[config.mk]
export PLATFORM = sky130hd
export DESIGN_NAME = design_test_driver_flat
export DESIGN_NICKNAME = d
export VERILOG_FILES = /design/src/rtl/design_test_driver_if.sv /design/src/rtl/design_test_driver.sv /design/src/flat_wrapper.sv
export SDC_FILE = /design/constraint.sdc
export NUM_CORES = 1
export LEC_CHECK = 0
export CAP_MARGIN = 5
export CORE_UTILIZATION = 50
export CTS_BUF_LIST = sky130_fd_sc_hd__clkbuf_4 sky130_fd_sc_hd__clkbuf_8
export CTS_CLUSTER_SIZE = 30
export DETAILED_ROUTE_END_ITERATION = 16
export GPL_TIMING_DRIVEN = 0
export PLACE_DENSITY = 0.84
export SLEW_MARGIN = 10
export SYNTH_ARGS = -nofsm -noshare
export SYNTH_HDL_FRONTEND = slang
export SYNTH_SLANG_ARGS = --single-unit
[constraint.sdc]
create_clock -name i_Clock -period 2 [get_ports i_Clock]
set_input_delay 0.4 -clock i_Clock [delete_from_list [all_inputs] [get_ports i_Clock]]
set_output_delay 0.4 -clock i_Clock [all_outputs]
set_load 0.05 [all_outputs]
[src/rtl/design_test_driver_if.sv]
// Pin bundle between design_test_driver and the my_design under test.
// Signal names are written from the driver's point of view.
interface design_test_driver_if #(
  parameter int ERR_W = 8
);
  logic             i_Start;
  logic [3:0]       o_Input;
  logic [1:0]       i_Output;
  logic             i_OutputFF;
  logic             o_Busy;
  logic             o_Done;
  logic             o_Pass;
  logic [ERR_W-1:0] o_ErrorCount;
  logic             o_FailValid;
  logic [3:0]       o_FailVector;

  // The driver itself.
  modport slave (
    input  i_Start, i_Output, i_OutputFF,
    output o_Input, o_Busy, o_Done, o_Pass, o_ErrorCount, o_FailValid, o_FailVector
  );

  // Whoever starts the run and hosts the design under test.
  modport master (
    output i_Start, i_Output, i_OutputFF,
    input  o_Input, o_Busy, o_Done, o_Pass, o_ErrorCount, o_FailValid, o_FailVector
  );
endinterface

[src/rtl/design_test_driver.sv]
// Self-checking stimulus/response driver for my_design: exhaustive 4-bit sweep,
// plus an optional LFSR tail enabled by the DESIGN_TEST_LFSR_EN macro.
module design_test_driver #(
  parameter int HOLD_CYCLES = 2,
  parameter int ERR_W       = 8
`ifdef DESIGN_TEST_LFSR_EN
  , parameter int         LFSR_VECTORS = 64,
  parameter logic [7:0] LFSR_SEED    = 8'hA5
`endif
) (
  input  logic                  i_Clock,
  input  logic                  i_Reset,
  design_test_driver_if.slave   io_Bus
);

  typedef enum logic [1:0] {IDLE, RUN, DONE} state_t;

`ifdef DESIGN_TEST_LFSR_EN
  localparam int NUM_VEC = 16 + LFSR_VECTORS;
`else
  localparam int NUM_VEC = 16;
`endif
  localparam int                 IDX_W     = $clog2(NUM_VEC + 1);
  localparam logic [IDX_W-1:0]   LAST_IDX  = IDX_W'(NUM_VEC - 1);
  localparam logic [7:0]         LAST_HOLD = 8'(HOLD_CYCLES - 1);

  state_t           r_state;
  state_t           w_next_state;
  logic [IDX_W-1:0] r_idx;
  logic [7:0]       r_hold;
  logic [3:0]       r_input;
  logic [ERR_W-1:0] r_err;
  logic             r_fail_valid;
  logic [3:0]       r_fail_vec;

  logic             w_last_hold;
  logic             w_last_vec;
  logic             w_mismatch;
  logic [3:0]       w_next_vec;

  assign w_last_hold = (r_hold == LAST_HOLD);
  assign w_last_vec  = (r_idx == LAST_IDX);

  // Golden my_design: out0 = v0&v1, out1 = v2|v3, ff = ~(~v0 & v1).
  assign w_mismatch = (io_Bus.i_Output[0] != (r_input[0] & r_input[1])) ||
                      (io_Bus.i_Output[1] != (r_input[2] | r_input[3])) ||
                      (io_Bus.i_OutputFF  != (r_input[0] | ~r_input[1]));

`ifdef DESIGN_TEST_LFSR_EN
  logic [7:0] r_lfsr;
  logic [7:0] w_lfsr_next;

  assign w_lfsr_next = {r_lfsr[6:0], r_lfsr[7] ^ r_lfsr[5] ^ r_lfsr[4] ^ r_lfsr[3]};

  // Vector 15 hands over to the current LFSR state; later vectors use the advanced state.
  always_comb begin
    if (r_idx < IDX_W'(15))       w_next_vec = r_input + 4'd1;
    else if (r_idx == IDX_W'(15)) w_next_vec = r_lfsr[3:0];
    else                          w_next_vec = w_lfsr_next[3:0];
  end

  always_ff @(posedge i_Clock) begin
    if (i_Reset)
      r_lfsr <= LFSR_SEED;
    else if ((r_state != RUN) && io_Bus.i_Start)
      r_lfsr <= LFSR_SEED;
    else if ((r_state == RUN) && w_last_hold && (r_idx >= IDX_W'(16)))
      r_lfsr <= w_lfsr_next;
  end
`else
  assign w_next_vec = r_input + 4'd1;
`endif

  // NOTE: sequential state uses non-blocking (<=) so every register samples pre-edge values.
  always_ff @(posedge i_Clock) begin
    if (i_Reset) r_state <= IDLE;
    else         r_state <= w_next_state;
  end

  // NOTE: the default assignment first keeps this combinational block from inferring a latch.
  always_comb begin
    w_next_state = r_state;
    case (r_state)
      IDLE, DONE: if (io_Bus.i_Start) w_next_state = RUN;
      RUN:        if (w_last_hold && w_last_vec) w_next_state = DONE;
      default:    w_next_state = IDLE;
    endcase
  end

  always_ff @(posedge i_Clock) begin
    if (i_Reset) begin
      r_idx        <= '0;
      r_hold       <= '0;
      r_input      <= '0;
      r_err        <= '0;
      r_fail_valid <= 1'b0;
      r_fail_vec   <= '0;
    end else begin
      case (r_state)
        RUN: begin
          if (w_last_hold) begin
            r_hold  <= '0;
            r_idx   <= r_idx + IDX_W'(1);
            r_input <= w_last_vec ? 4'd0 : w_next_vec;
            if (w_mismatch) begin
              if (r_err != '1) r_err <= r_err + ERR_W'(1);
              if (!r_fail_valid) begin
                r_fail_valid <= 1'b1;
                r_fail_vec   <= r_input;
              end
            end
          end else begin
            r_hold <= r_hold + 8'd1;
          end
        end
        default: begin
          r_input <= 4'd0;
          if (io_Bus.i_Start) begin
            r_idx        <= '0;
            r_hold       <= '0;
            r_err        <= '0;
            r_fail_valid <= 1'b0;
            r_fail_vec   <= '0;
          end
        end
      endcase
    end
  end

  always_comb begin
    io_Bus.o_Input      = r_input;
    io_Bus.o_Busy       = (r_state == RUN);
    io_Bus.o_Done       = (r_state == DONE);
    io_Bus.o_Pass       = (r_state == DONE) && (r_err == '0);
    io_Bus.o_ErrorCount = r_err;
    io_Bus.o_FailValid  = r_fail_valid;
    io_Bus.o_FailVector = r_fail_vec;
  end

endmodule
[src/flat_wrapper.sv]
// flat-port wrapper written by rule: the top's interface ports become plain ports
module design_test_driver_flat 
#(
  parameter int HOLD_CYCLES = 2,
  parameter int ERR_W       = 8

)
  (i_Clock, i_Reset, io_Bus_i_Start, io_Bus_i_Output, io_Bus_i_OutputFF, io_Bus_o_Input, io_Bus_o_Busy, io_Bus_o_Done, io_Bus_o_Pass, io_Bus_o_ErrorCount, io_Bus_o_FailValid, io_Bus_o_FailVector);
  design_test_driver_if #(.ERR_W(ERR_W)) io_Bus_i ();
  input  logic i_Clock;
  input  logic i_Reset;
  input wire logic [$bits(io_Bus_i.i_Start)-1:0] io_Bus_i_Start;
  input wire logic [$bits(io_Bus_i.i_Output)-1:0] io_Bus_i_Output;
  input wire logic [$bits(io_Bus_i.i_OutputFF)-1:0] io_Bus_i_OutputFF;
  output wire logic [$bits(io_Bus_i.o_Input)-1:0] io_Bus_o_Input;
  output wire logic [$bits(io_Bus_i.o_Busy)-1:0] io_Bus_o_Busy;
  output wire logic [$bits(io_Bus_i.o_Done)-1:0] io_Bus_o_Done;
  output wire logic [$bits(io_Bus_i.o_Pass)-1:0] io_Bus_o_Pass;
  output wire logic [$bits(io_Bus_i.o_ErrorCount)-1:0] io_Bus_o_ErrorCount;
  output wire logic [$bits(io_Bus_i.o_FailValid)-1:0] io_Bus_o_FailValid;
  output wire logic [$bits(io_Bus_i.o_FailVector)-1:0] io_Bus_o_FailVector;
  assign io_Bus_i.i_Start = io_Bus_i_Start;
  assign io_Bus_i.i_Output = io_Bus_i_Output;
  assign io_Bus_i.i_OutputFF = io_Bus_i_OutputFF;
  assign io_Bus_o_Input = io_Bus_i.o_Input;
  assign io_Bus_o_Busy = io_Bus_i.o_Busy;
  assign io_Bus_o_Done = io_Bus_i.o_Done;
  assign io_Bus_o_Pass = io_Bus_i.o_Pass;
  assign io_Bus_o_ErrorCount = io_Bus_i.o_ErrorCount;
  assign io_Bus_o_FailValid = io_Bus_i.o_FailValid;
  assign io_Bus_o_FailVector = io_Bus_i.o_FailVector;
  design_test_driver #(.HOLD_CYCLES(HOLD_CYCLES), .ERR_W(ERR_W)) u_core (.i_Clock(i_Clock), .i_Reset(i_Reset), .io_Bus(io_Bus_i));
endmodule
==> flow_results.org, run 1 <==
** Pwr
- IR analysis of the VDD net gives a maximum drop of 0.000341 V.
- Switching power of the nets :: 337 uW
- The share of total power dissipated in the clock network is 0.351.
- In this run the power density over the cells is ~570 nW/um2.
- Cell-internal power :: 927 uW
- Share of power burned in registers :: 0.512
- Switching part of the total :: 0.267
- Of the total power, combinational logic draws 0.136.
- Pleak :: roughly 0.87 nW
- The completed layout was analyzed and its total power is 1.26 mW.

** CTS
- Clock tree synthesis selected as its root buffer the cell clkbuf_4.
- Hold_buf cts :: 0
- The H-tree was split into 2 levels.
- In this run the deepest clock path goes through 2 buffers.
- At the later pin of the worst-skew pair, clock insertion delay measures between 0.3 and 0.4 ns.
- After clock tree synthesis, the clock-pin slew on the worst setup and hold paths is 0.10 ns.
- Counting every sink on the clock net gives 32.
- CTS buffer count :: 5
- Clock tree from TritonCTS :: built

** Yosys
- By area the synthesized netlist is led by dfxtp_1 37%, ha_1 5.8%, nor2_1 5.4%, a21oi_1 4.9%, nand2_1 4.1%.
- Number of distinct library cells after synthesis :: 45
- The most used flip-flop cell after synthesis is dfxtp_1.
- The number of nets in the synthesized netlist is ~220.
- Count of warnings emitted by yosys :: 0
- Of the synthesized area, sequential elements account for 0.370.
- Synthesized flop and latch total :: 32
- In this run, synthesis inferred 0 flip-flops with an integrated enable.
- For this run, asynchronously set or reset flops after synthesis account for 0.
- Of all cell types, the one taking the most synthesized area is dfxtp_1.
- Averaged over all synthesized cells, the footprint is around 8.4 um2.
- The cell area that synthesis handed to floorplanning was 1730 um2.
- Share of Yosys cell area claimed by the top area cell type :: 0.370
- The cell count after synthesis came out at approximately 210.

** Outcome
- The flow ran to the end, and the final reports show no timing, DRC or antenna violations.

** Run
- Max-cap violations in this run came to 0.

** STA
- Sum of negative setup slack :: 0 ns
- Shortest clock period the worst path allows after layout :: about 2 ns
- Worst-margin pin slew :: 0.528 ns
- The final number of max-transition violations is 0.
- On the final layout, the worst clock skew is approximately 0.0085 ns.
- Maximum achievable frequency :: between 500 and 600 MHz
- Finish-stage setup viols :: 0
- Setup repair after global routing could not meet its margin everywhere.
- Final hold violation count :: 0
- Worst Hold Margin :: roughly 0.48 ns
- Crit share post-route :: 0.985
- Relative slew slack :: 0.648

** Critical path
- STA classifies the critical path startpoint as a flip-flop.
- The worst setup path is captured at an output pin.
- Of all nets on the critical path, the largest fanout is 6.
- Arrival @ worst endpoint :: around 1.6 ns
- Critical path required time :: 1.60 ns
- Cell Chain, Critical Path :: inv_2 > ha_1 > nor4b_2 > nand2_1 > nor4_4 > buf_6
- CP peak stage delay :: 0.38 ns
- The worst register-to-register path has a setup slack of around 0.05 ns.
- Critical path class :: reg2out
- The largest individual stage delay along the critical path comes from the cell dfxtp_4.

** Placement
- Standard cell area after detailed placement :: ~2100 um2
- Placed Instances :: ~280
- Input and output buffers added on the ports amount to 25.
- The congestion estimate from routability-driven global placement came to 1.01.
- Detailed placement finished with a half-perimeter wire length of 2920 um.

** Route
- Via density per instance :: 5.96
- The first TritonRoute pass finished after 5 iterations.
- Final routed wirelength across all metal layers :: between 4000 and 5000 um
- Antenna viol nets, final :: 0
- After detailed routing, the number of remaining DRC violations is 0.
- Initial DRC count :: about 130
- After detailed routing, the average wire length per cell comes to between 10 and 15 um.
- Routed vias :: 1733

** Floorplan
- For this configuration, the core starts out at a cell density of 0.519.
- Measured along the y axis, the die boundary spans ~60 um.
- The floorplan step set the die width to 60.9 um.
- Core Box Area :: 3340 um2
- Placement Rows :: 21
- Area enclosed by the die boundary :: 3710 um2
- Ports placed on the boundary :: 26

** Final layout
- Of the cells placed in the final design, the portion with a size suffix greater than 1 is 0.171.
- Area growth from synthesis to layout :: 27.5%
- Diode insertion count for antenna repair :: 0
- Final cell count without fillers :: ~290
- Final net count :: between 200 and 300
- The finished cells cover 2210 um2.

** Hold path
- Classification of the worst-slack hold path :: reg2reg

** GRT
- Global routing finished with a remaining overflow of 0.
- The number of global-route vias before repair came to between 1000 and 1500.
- Pin count of the biggest net entering global routing :: 11
- Total global-route track usage :: 0.254
- Global-route wire length before repair :: 6830 um
- Antenna violations before repair :: 0
-- layer usage --
metal	GRT usage	vias to the layer above	share of wire
li1	-	838	-
met1	0.317	804	0.43
met2	0.405	72	0.48
met3	0.0832	19	0.066
met4	0.104	0	0.020
met5	0	-	0
-- power groups by stage --
stage	Clock, mW	Sequential (mW)	Combinational [mW]
CTS	0.451	0.648	0.163
detailed placement	0	0.663	0.155
finish	0.444	0.648	0.172
floorplan	0	0.668	0.106
global placement	0	0.663	0.153
global route	0.472	0.649	0.188
-- Yosys cell counts, types with 2 or more instances --
cell type	count
a21oi_1	17
a22oi_1	2
a311oi_1	2
a31oi_1	4
a41oi_1	3
and2_1	2
and3_1	4
and3_2	2
clkbuf_1	3
dfxtp_1	32
ha_1	8
inv_1	7
mux2i_1	4
nand2_1	19
nand2b_1	6
nand3_1	6
nand3b_1	5
nand4_1	4
nor2_1	25
nor2b_1	2
nor3_1	8
nor4_1	4
nor4b_1	3
o21ai_0	11
or4_1	2
xor2_1	3
-- final timing paths --
path                                                              endpoint  cells past startpoint                                  startpoint
worst max-delay path                                         io_Bus_o_Pass                      6  u_core.io_Bus.o_ErrorCount[0]$_SDFFE_PP0P_
worst min-delay path            u_core.io_Bus.o_FailVector[3]$_SDFFE_PP0P_                      2  u_core.io_Bus.o_FailVector[3]$_SDFFE_PP0P_
worst max register to register  u_core.io_Bus.o_ErrorCount[3]$_SDFFE_PP0P_                      8               u_core.r_hold[1]$_SDFFE_PP0P_
worst min register to register  u_core.io_Bus.o_FailVector[3]$_SDFFE_PP0P_                      2  u_core.io_Bus.o_FailVector[3]$_SDFFE_PP0P_
-- sequential cells by signal (all words and copies together), names as in the netlist --
register and flops:
u_core.io_Bus.o_ErrorCount 8, u_core.r_hold 8, u_core.io_Bus.o_FailValid 1, u_core.r_state 2, u_core.io_Bus.o_Input 4, u_core.r_idx 5
u_core.io_Bus.o_FailVector 4
-- cells by family (layout without fill, tap and decap cells) --
group,Yosys count,in the layout,synth area share
AOI/OAI and AO/OA,48,48,0.188
xor gates and xnor gates,4,4,0.0202
adders and majority gates,8,8,0.0578
buffers and inverters,13,51,0.0347
DFF,32,32,0.370
muxes,4,4,0.0231
and+or+nand+nor,98,98,0.306
-- layout make-up --
| class | count | area (um2) |
|---|---|---|
| buffer | 5 | 30.0 |
| clock buffer | 8 | 72.6 |
| fill | 287 | 1130 |
| inverter | 8 | 30.0 |
| multi-input combinational | 162 | 1080 |
| sequential | 32 | 652 |
| tap | 46 | 57.6 |
| timing repair buffer | 30 | 284 |
-- stage by stage --
stage | util | worst slack, ns
2_1_floorplan | - | -0.00665
3_5_place_dp | 0.619 | -0.371
3_3_place_gp | 0.619 | -0.377
6_report | 0.662 | 0.0296
4_1_cts | 0.648 | 0.00407
5_1_grt | 0.662 | -0.0611
-- critical path: cells and delay by family (launching register included) --
family                   cells  cell delay, ns
buffers and inverters        2            0.26
AND/OR/NAND/NOR              3            0.45
adder cells (fa/ha/maj)      1            0.14
flip-flops                   1            0.38
-- layout by cell type, fill, tap and decap left out, types with 2 or more instances in the layout --
| cell | instances |
|---|---|
| or4_1 | 2 |
| clkbuf_1 | 3 |
| a311oi_1 | 2 |
| dlygate4sd2_1 | 10 |
| nand2b_1 | 6 |
| nand3_1 | 6 |
| mux2i_1 | 4 |
| and3_2 | 2 |
| buf_6 | 3 |
| o21ai_0 | 10 |
| clkdlybuf4s50_1 | 12 |
| a21oi_1 | 16 |
| inv_1 | 4 |
| ha_1 | 7 |
| xor2_1 | 3 |
| a41oi_1 | 3 |
| a31oi_1 | 4 |
| buf_4 | 3 |
| clkbuf_8 | 3 |
| clkbuf_4 | 7 |
| nand2_1 | 19 |
| and3_1 | 4 |
| dfxtp_4 | 2 |
| nor3_1 | 8 |
| nor4b_1 | 2 |
| nor4_1 | 3 |
| a22oi_1 | 2 |
| nor2_1 | 24 |
| nand3b_1 | 5 |
| dfxtp_1 | 27 |
| and2_1 | 2 |
| inv_2 | 4 |
| dfxtp_2 | 3 |
| nand4_1 | 4 |
-- what timing repair did --
action | 4_1_cts | 5_1_grt
endpoints found under the setup margin | 15 | 20
gates cloned | 0 | 0
buffers inserted | 4 | 1
pin swaps | 5 | 6
gates resized for setup | 26 | 13
Power figures use the tool's default switching activity.
==> inputs of run 2 (changes only) <==
--- a/config.mk
+++ b/config.mk
@@ -5,13 +5,13 @@
 export SDC_FILE = /design/constraint.sdc
 export NUM_CORES = 1
 export LEC_CHECK = 0
-export CAP_MARGIN = 5
-export CORE_UTILIZATION = 50
+export CAP_MARGIN = 30
+export CORE_UTILIZATION = 60
 export CTS_BUF_LIST = sky130_fd_sc_hd__clkbuf_4 sky130_fd_sc_hd__clkbuf_8
 export CTS_CLUSTER_SIZE = 30
 export DETAILED_ROUTE_END_ITERATION = 16
 export GPL_TIMING_DRIVEN = 0
-export PLACE_DENSITY = 0.84
+export PLACE_DENSITY = 0.93
 export SLEW_MARGIN = 10
 export SYNTH_ARGS = -nofsm -noshare
 export SYNTH_HDL_FRONTEND = slang
==> constraint.sdc (replaced) <==
create_clock -name i_Clock -period 2.3 [get_ports i_Clock]
set_input_delay 0.46 -clock i_Clock [delete_from_list [all_inputs] [get_ports i_Clock]]
set_output_delay 0.46 -clock i_Clock [all_outputs]
set_load 0.05 [all_outputs]
==> run 2 against run 1 <==
Effect of this change:
- clock power decreased by 30%
- worst setup slack improved by 0.064 ns
- combinational power decreased by 19%
- clock skew decreased by 0.0029 ns
==> flow_results.org, run 2 (synthesis gave the netlist of run 1 again) <==
** Pwr
- The net switching fraction of the power is 0.278 (+0.0110).
- The portion of total power attributed to the clock network came to 0.306 (-0.045).
- The peak supply drop is 0.000456 V (+34%).
- The net switching power came to 282 uW (-16%).
- The total design power came to 1.01 mW (-20%).
- Fraction of power consumed by combinational cells :: 0.137 (about the same)
- Cell-internal power :: 733 uW (-21%)
- Power density of the placed cells :: 479 nW/um2 (-16%)
- The sequential cell fraction of total power is 0.556 (+0.044).
- Pleak :: 0.775 nW (-11%)

** GRT
- The first-pass GRT wire length was 6600 um (-3.3%).
- GR Overflow Total :: 0 (unchanged)
- The largest net degree at the start of global routing came to 11 (unchanged).
- Total global-route track usage :: 0.273 (+0.0190)
- The number of global-route vias before repair was 1518 (+3.1%).
- The initial antenna violation count was 0 (unchanged).

** Floorplan
- The number of cell rows came to 19 (-9.5%).
- Area enclosed by the die boundary :: 3110 um2 (-16%)
- The top-level port count was 26 (unchanged).
- The initial core utilization is 0.628 (+0.109).
- The width of the chip came to 55.7 um (-8.4%).
- Core Box Area :: 2760 um2 (-17%)
- The die outline height came to 55.7 um (-8.4%).

** STA
- The worst-case clock skew is 0.00566 ns (-0.00287 ns).
- The worst path in the final design needs a cycle of 2.21 ns, including I/O delays and setup.
- Finish-stage setup viols :: 0 (unchanged)
- Crit share post-route :: 0.959
- Relative slew slack :: 0.645 (-0.00334)
- The measured slew at the worst slew-check pin was 0.531 ns (+0.00335 ns).
- The final number of max-transition violations is 0 (unchanged).
- The setup TNS is 0 ns (unchanged).
- Final hold violation count :: 0 (unchanged)
- Maximum achievable frequency :: between 400 and 500 MHz

** Critical path
- Buffers plus inverters on the worst setup path :: 1 (-1)
- The worst register-to-register path begins at u_core.r_hold[0]$_SDFFE_PP0P_.
- CP Capture Type :: output pin
- Kind of start point of the critical path :: flip-flop
- The stage delay of the slowest cell on the critical path is 0.88 ns (+0.50 ns).
- The reg-to-reg setup timing slack is 0.12 ns (+0.07 ns).
- Arrival @ worst endpoint :: 1.75 ns (+0.18 ns)
- The depth of the most critical reg-to-reg path is 7 (-1).
- Critical path class :: reg2out
- Cell Chain, Critical Path :: clkdlybuf4s50_1
- The worst register-to-register path ends at u_core.io_Bus.o_ErrorCount[4]$_SDFFE_PP0P_.
- Max stage delay cell, worst path :: clkdlybuf4s50_1
- The largest fanout on the critical path was 8 (+2).
- Broken down by cell family, the worst path's largest delay share belongs to buffers and inverters.
- Critical path required time :: 1.84 ns (+0.24 ns)

** CTS
- Total number of clock tree sinks :: 32 (unchanged)
- Hold_buf cts :: 0 (unchanged)
- Max H-tree Level :: 2 (unchanged)
- In this run the clock root is driven by a clkbuf_4.
- TritonCTS built the clock tree.
- The CTS buffer count was 5 (unchanged).
- Clock edge transition at the registers on the reported setup and hold paths :: 0.09 ns (about the same)
- The clock latency reported for the late side of the worst-skew pair came to 0.34 ns (about the same).
- Buffers from clock root to sink, at most :: 2 (unchanged)

** Route
- The total iterations of the first detailed-routing run was 5 (unchanged).
- DR WL/cell :: 15.3 um (+3.2%)
- The remaining design rule violation count was 0 (unchanged).
- The number of routed nets with antenna violations came to 0 (unchanged).
- Initial DRC count :: 92 (-27%)
- The total wire length after detailed routing came to 4170 um (-3.6%).
- The via count of the routed design was 1743 (+0.58%).
- Via density per instance :: 6.41 (+7.6%)

** Final layout
- Area growth from synthesis to layout :: 22.3%
- The number of nets in the layout is 255 (-1.2%).
- Highest-count cells in the layout ignoring fill and taps :: 32 x dfxtp_1, 25 x nor2_1, 23 x clkdlybuf4s50_1
- Most common library cell in the layout ignoring fill and taps :: dfxtp_1
- Fraction of layout cells with a size suffix above 1 :: 0.108 (-0.0635)
- The final cell area excluding filler cells was 2120 um2 (-4.1%).
- Layout filler cell count :: 204 (-29%)
- Diode insertion count for antenna repair :: 0 (unchanged)

** Placement
- The last weighted congestion value of the routability-driven placer was 0.852 (-16%).
- The count of buffers from port buffering was 25 (unchanged).
- Standard cell area after detailed placement :: 2040 um2 (-1.3%)
- Half-perimeter wire length of the detailed placement result :: 2960 um (+1.3%)

** Hold path
- Hold Path Depth :: 2 (unchanged)
- Hold endpoint :: u_core.io_Bus.o_FailVector[1]$_SDFFE_PP0P_
- The worst hold path begins at u_core.io_Bus.o_FailVector[1]$_SDFFE_PP0P_.
- Classification of the worst-slack hold path :: reg2reg

** Outcome
- The flow ran to the end, and the final reports show no timing, DRC or antenna violations.

** Run
- The count of maximum capacitance violations came to 0 (unchanged).
## run 2: cell types whose count changed in the layout (fill, tap and decap cells not counted), moves of 2 or more
cell	previous run	this run
clkdlybuf4s50_1	12	23
dlygate4sd2_1	10	0
dfxtp_1	27	32
dfxtp_2	3	0
inv_1	4	7
inv_2	4	1
buf_4	3	1
buf_6	3	1
clkbuf_8	3	1
dfxtp_4	2	0
## run 2: per-stage QoR
step                      instances  worst slack (ns)  hold WS (ns)   util
final                           272            0.0932         0.485  0.769
after global routing            272          -0.00141         0.514  0.769
after CTS                       270            0.0195         0.490  0.755
after detailed placement        263            -0.134         0.476  0.740
after global placement          263           -0.0842         0.462  0.740
after floorplan                 207             0.148         0.464      -
## run 2: how the worst max path moves through the flow
stage | cells after the start | to | startpoint
4_1_cts | 6 | io_Bus_o_Pass | u_core.io_Bus.o_ErrorCount[0]$_SDFFE_PP0P_
6_report | 1 | io_Bus_o_ErrorCount[2] | u_core.io_Bus.o_ErrorCount[2]$_SDFFE_PP0P_
2_1_floorplan | 5 | io_Bus_o_Pass | u_core.io_Bus.o_ErrorCount[0]$_SDFFE_PP0P_
3_3_place_gp | 6 | io_Bus_o_Pass | u_core.io_Bus.o_ErrorCount[0]$_SDFFE_PP0P_
5_1_grt | 7 | u_core.io_Bus.o_ErrorCount[4]$_SDFFE_PP0P_ | u_core.r_hold[0]$_SDFFE_PP0P_
3_5_place_dp | 6 | io_Bus_o_Pass | u_core.io_Bus.o_ErrorCount[0]$_SDFFE_PP0P_
## run 2: per-layer routing
metal,track usage,wire (um),vias to the layer above
met5,0,0,-
met4,0.132,104,0
met3,0.0814,287,16
met2,0.444,2060,82
met1,0.328,1720,822
li1,-,-,823
## run 2: repair_timing
action,CTS,global route
pin swaps,1,1
setup buffers,0,2
endpoints found under the setup margin,3,3
gates cloned,0,0
resized for setup,6,6
## run 2: power by group through the flow
| stage | registers (mW) | logic (mW) | clock network (mW) |
|---|---|---|---|
| 2_1_floorplan | 0.581 | 0.0916 | 0 |
| 3_3_place_gp | 0.577 | 0.132 | 0 |
| 3_5_place_dp | 0.578 | 0.134 | 0 |
| 4_1_cts | 0.565 | 0.134 | 0.313 |
| 5_1_grt | 0.566 | 0.150 | 0.341 |
| 6_report | 0.565 | 0.139 | 0.311 |
## run 2: area by class of cell
| type | count | area [um2] | area share |
|---|---|---|---|
| multi-input combinational | 162 | 1060 | 0.498 |
| sequential | 32 | 641 | 0.302 |
| timing repair buffer | 27 | 274 | 0.129 |
| clock buffer | 6 | 45.0 | 0.0213 |
| tap | 31 | 38.8 | 0.0183 |
| buffer | 5 | 30.0 | 0.0142 |
| inverter | 8 | 30.0 | 0.0142 |
| clock inverter | 1 | 5.00 | 0.00236 |
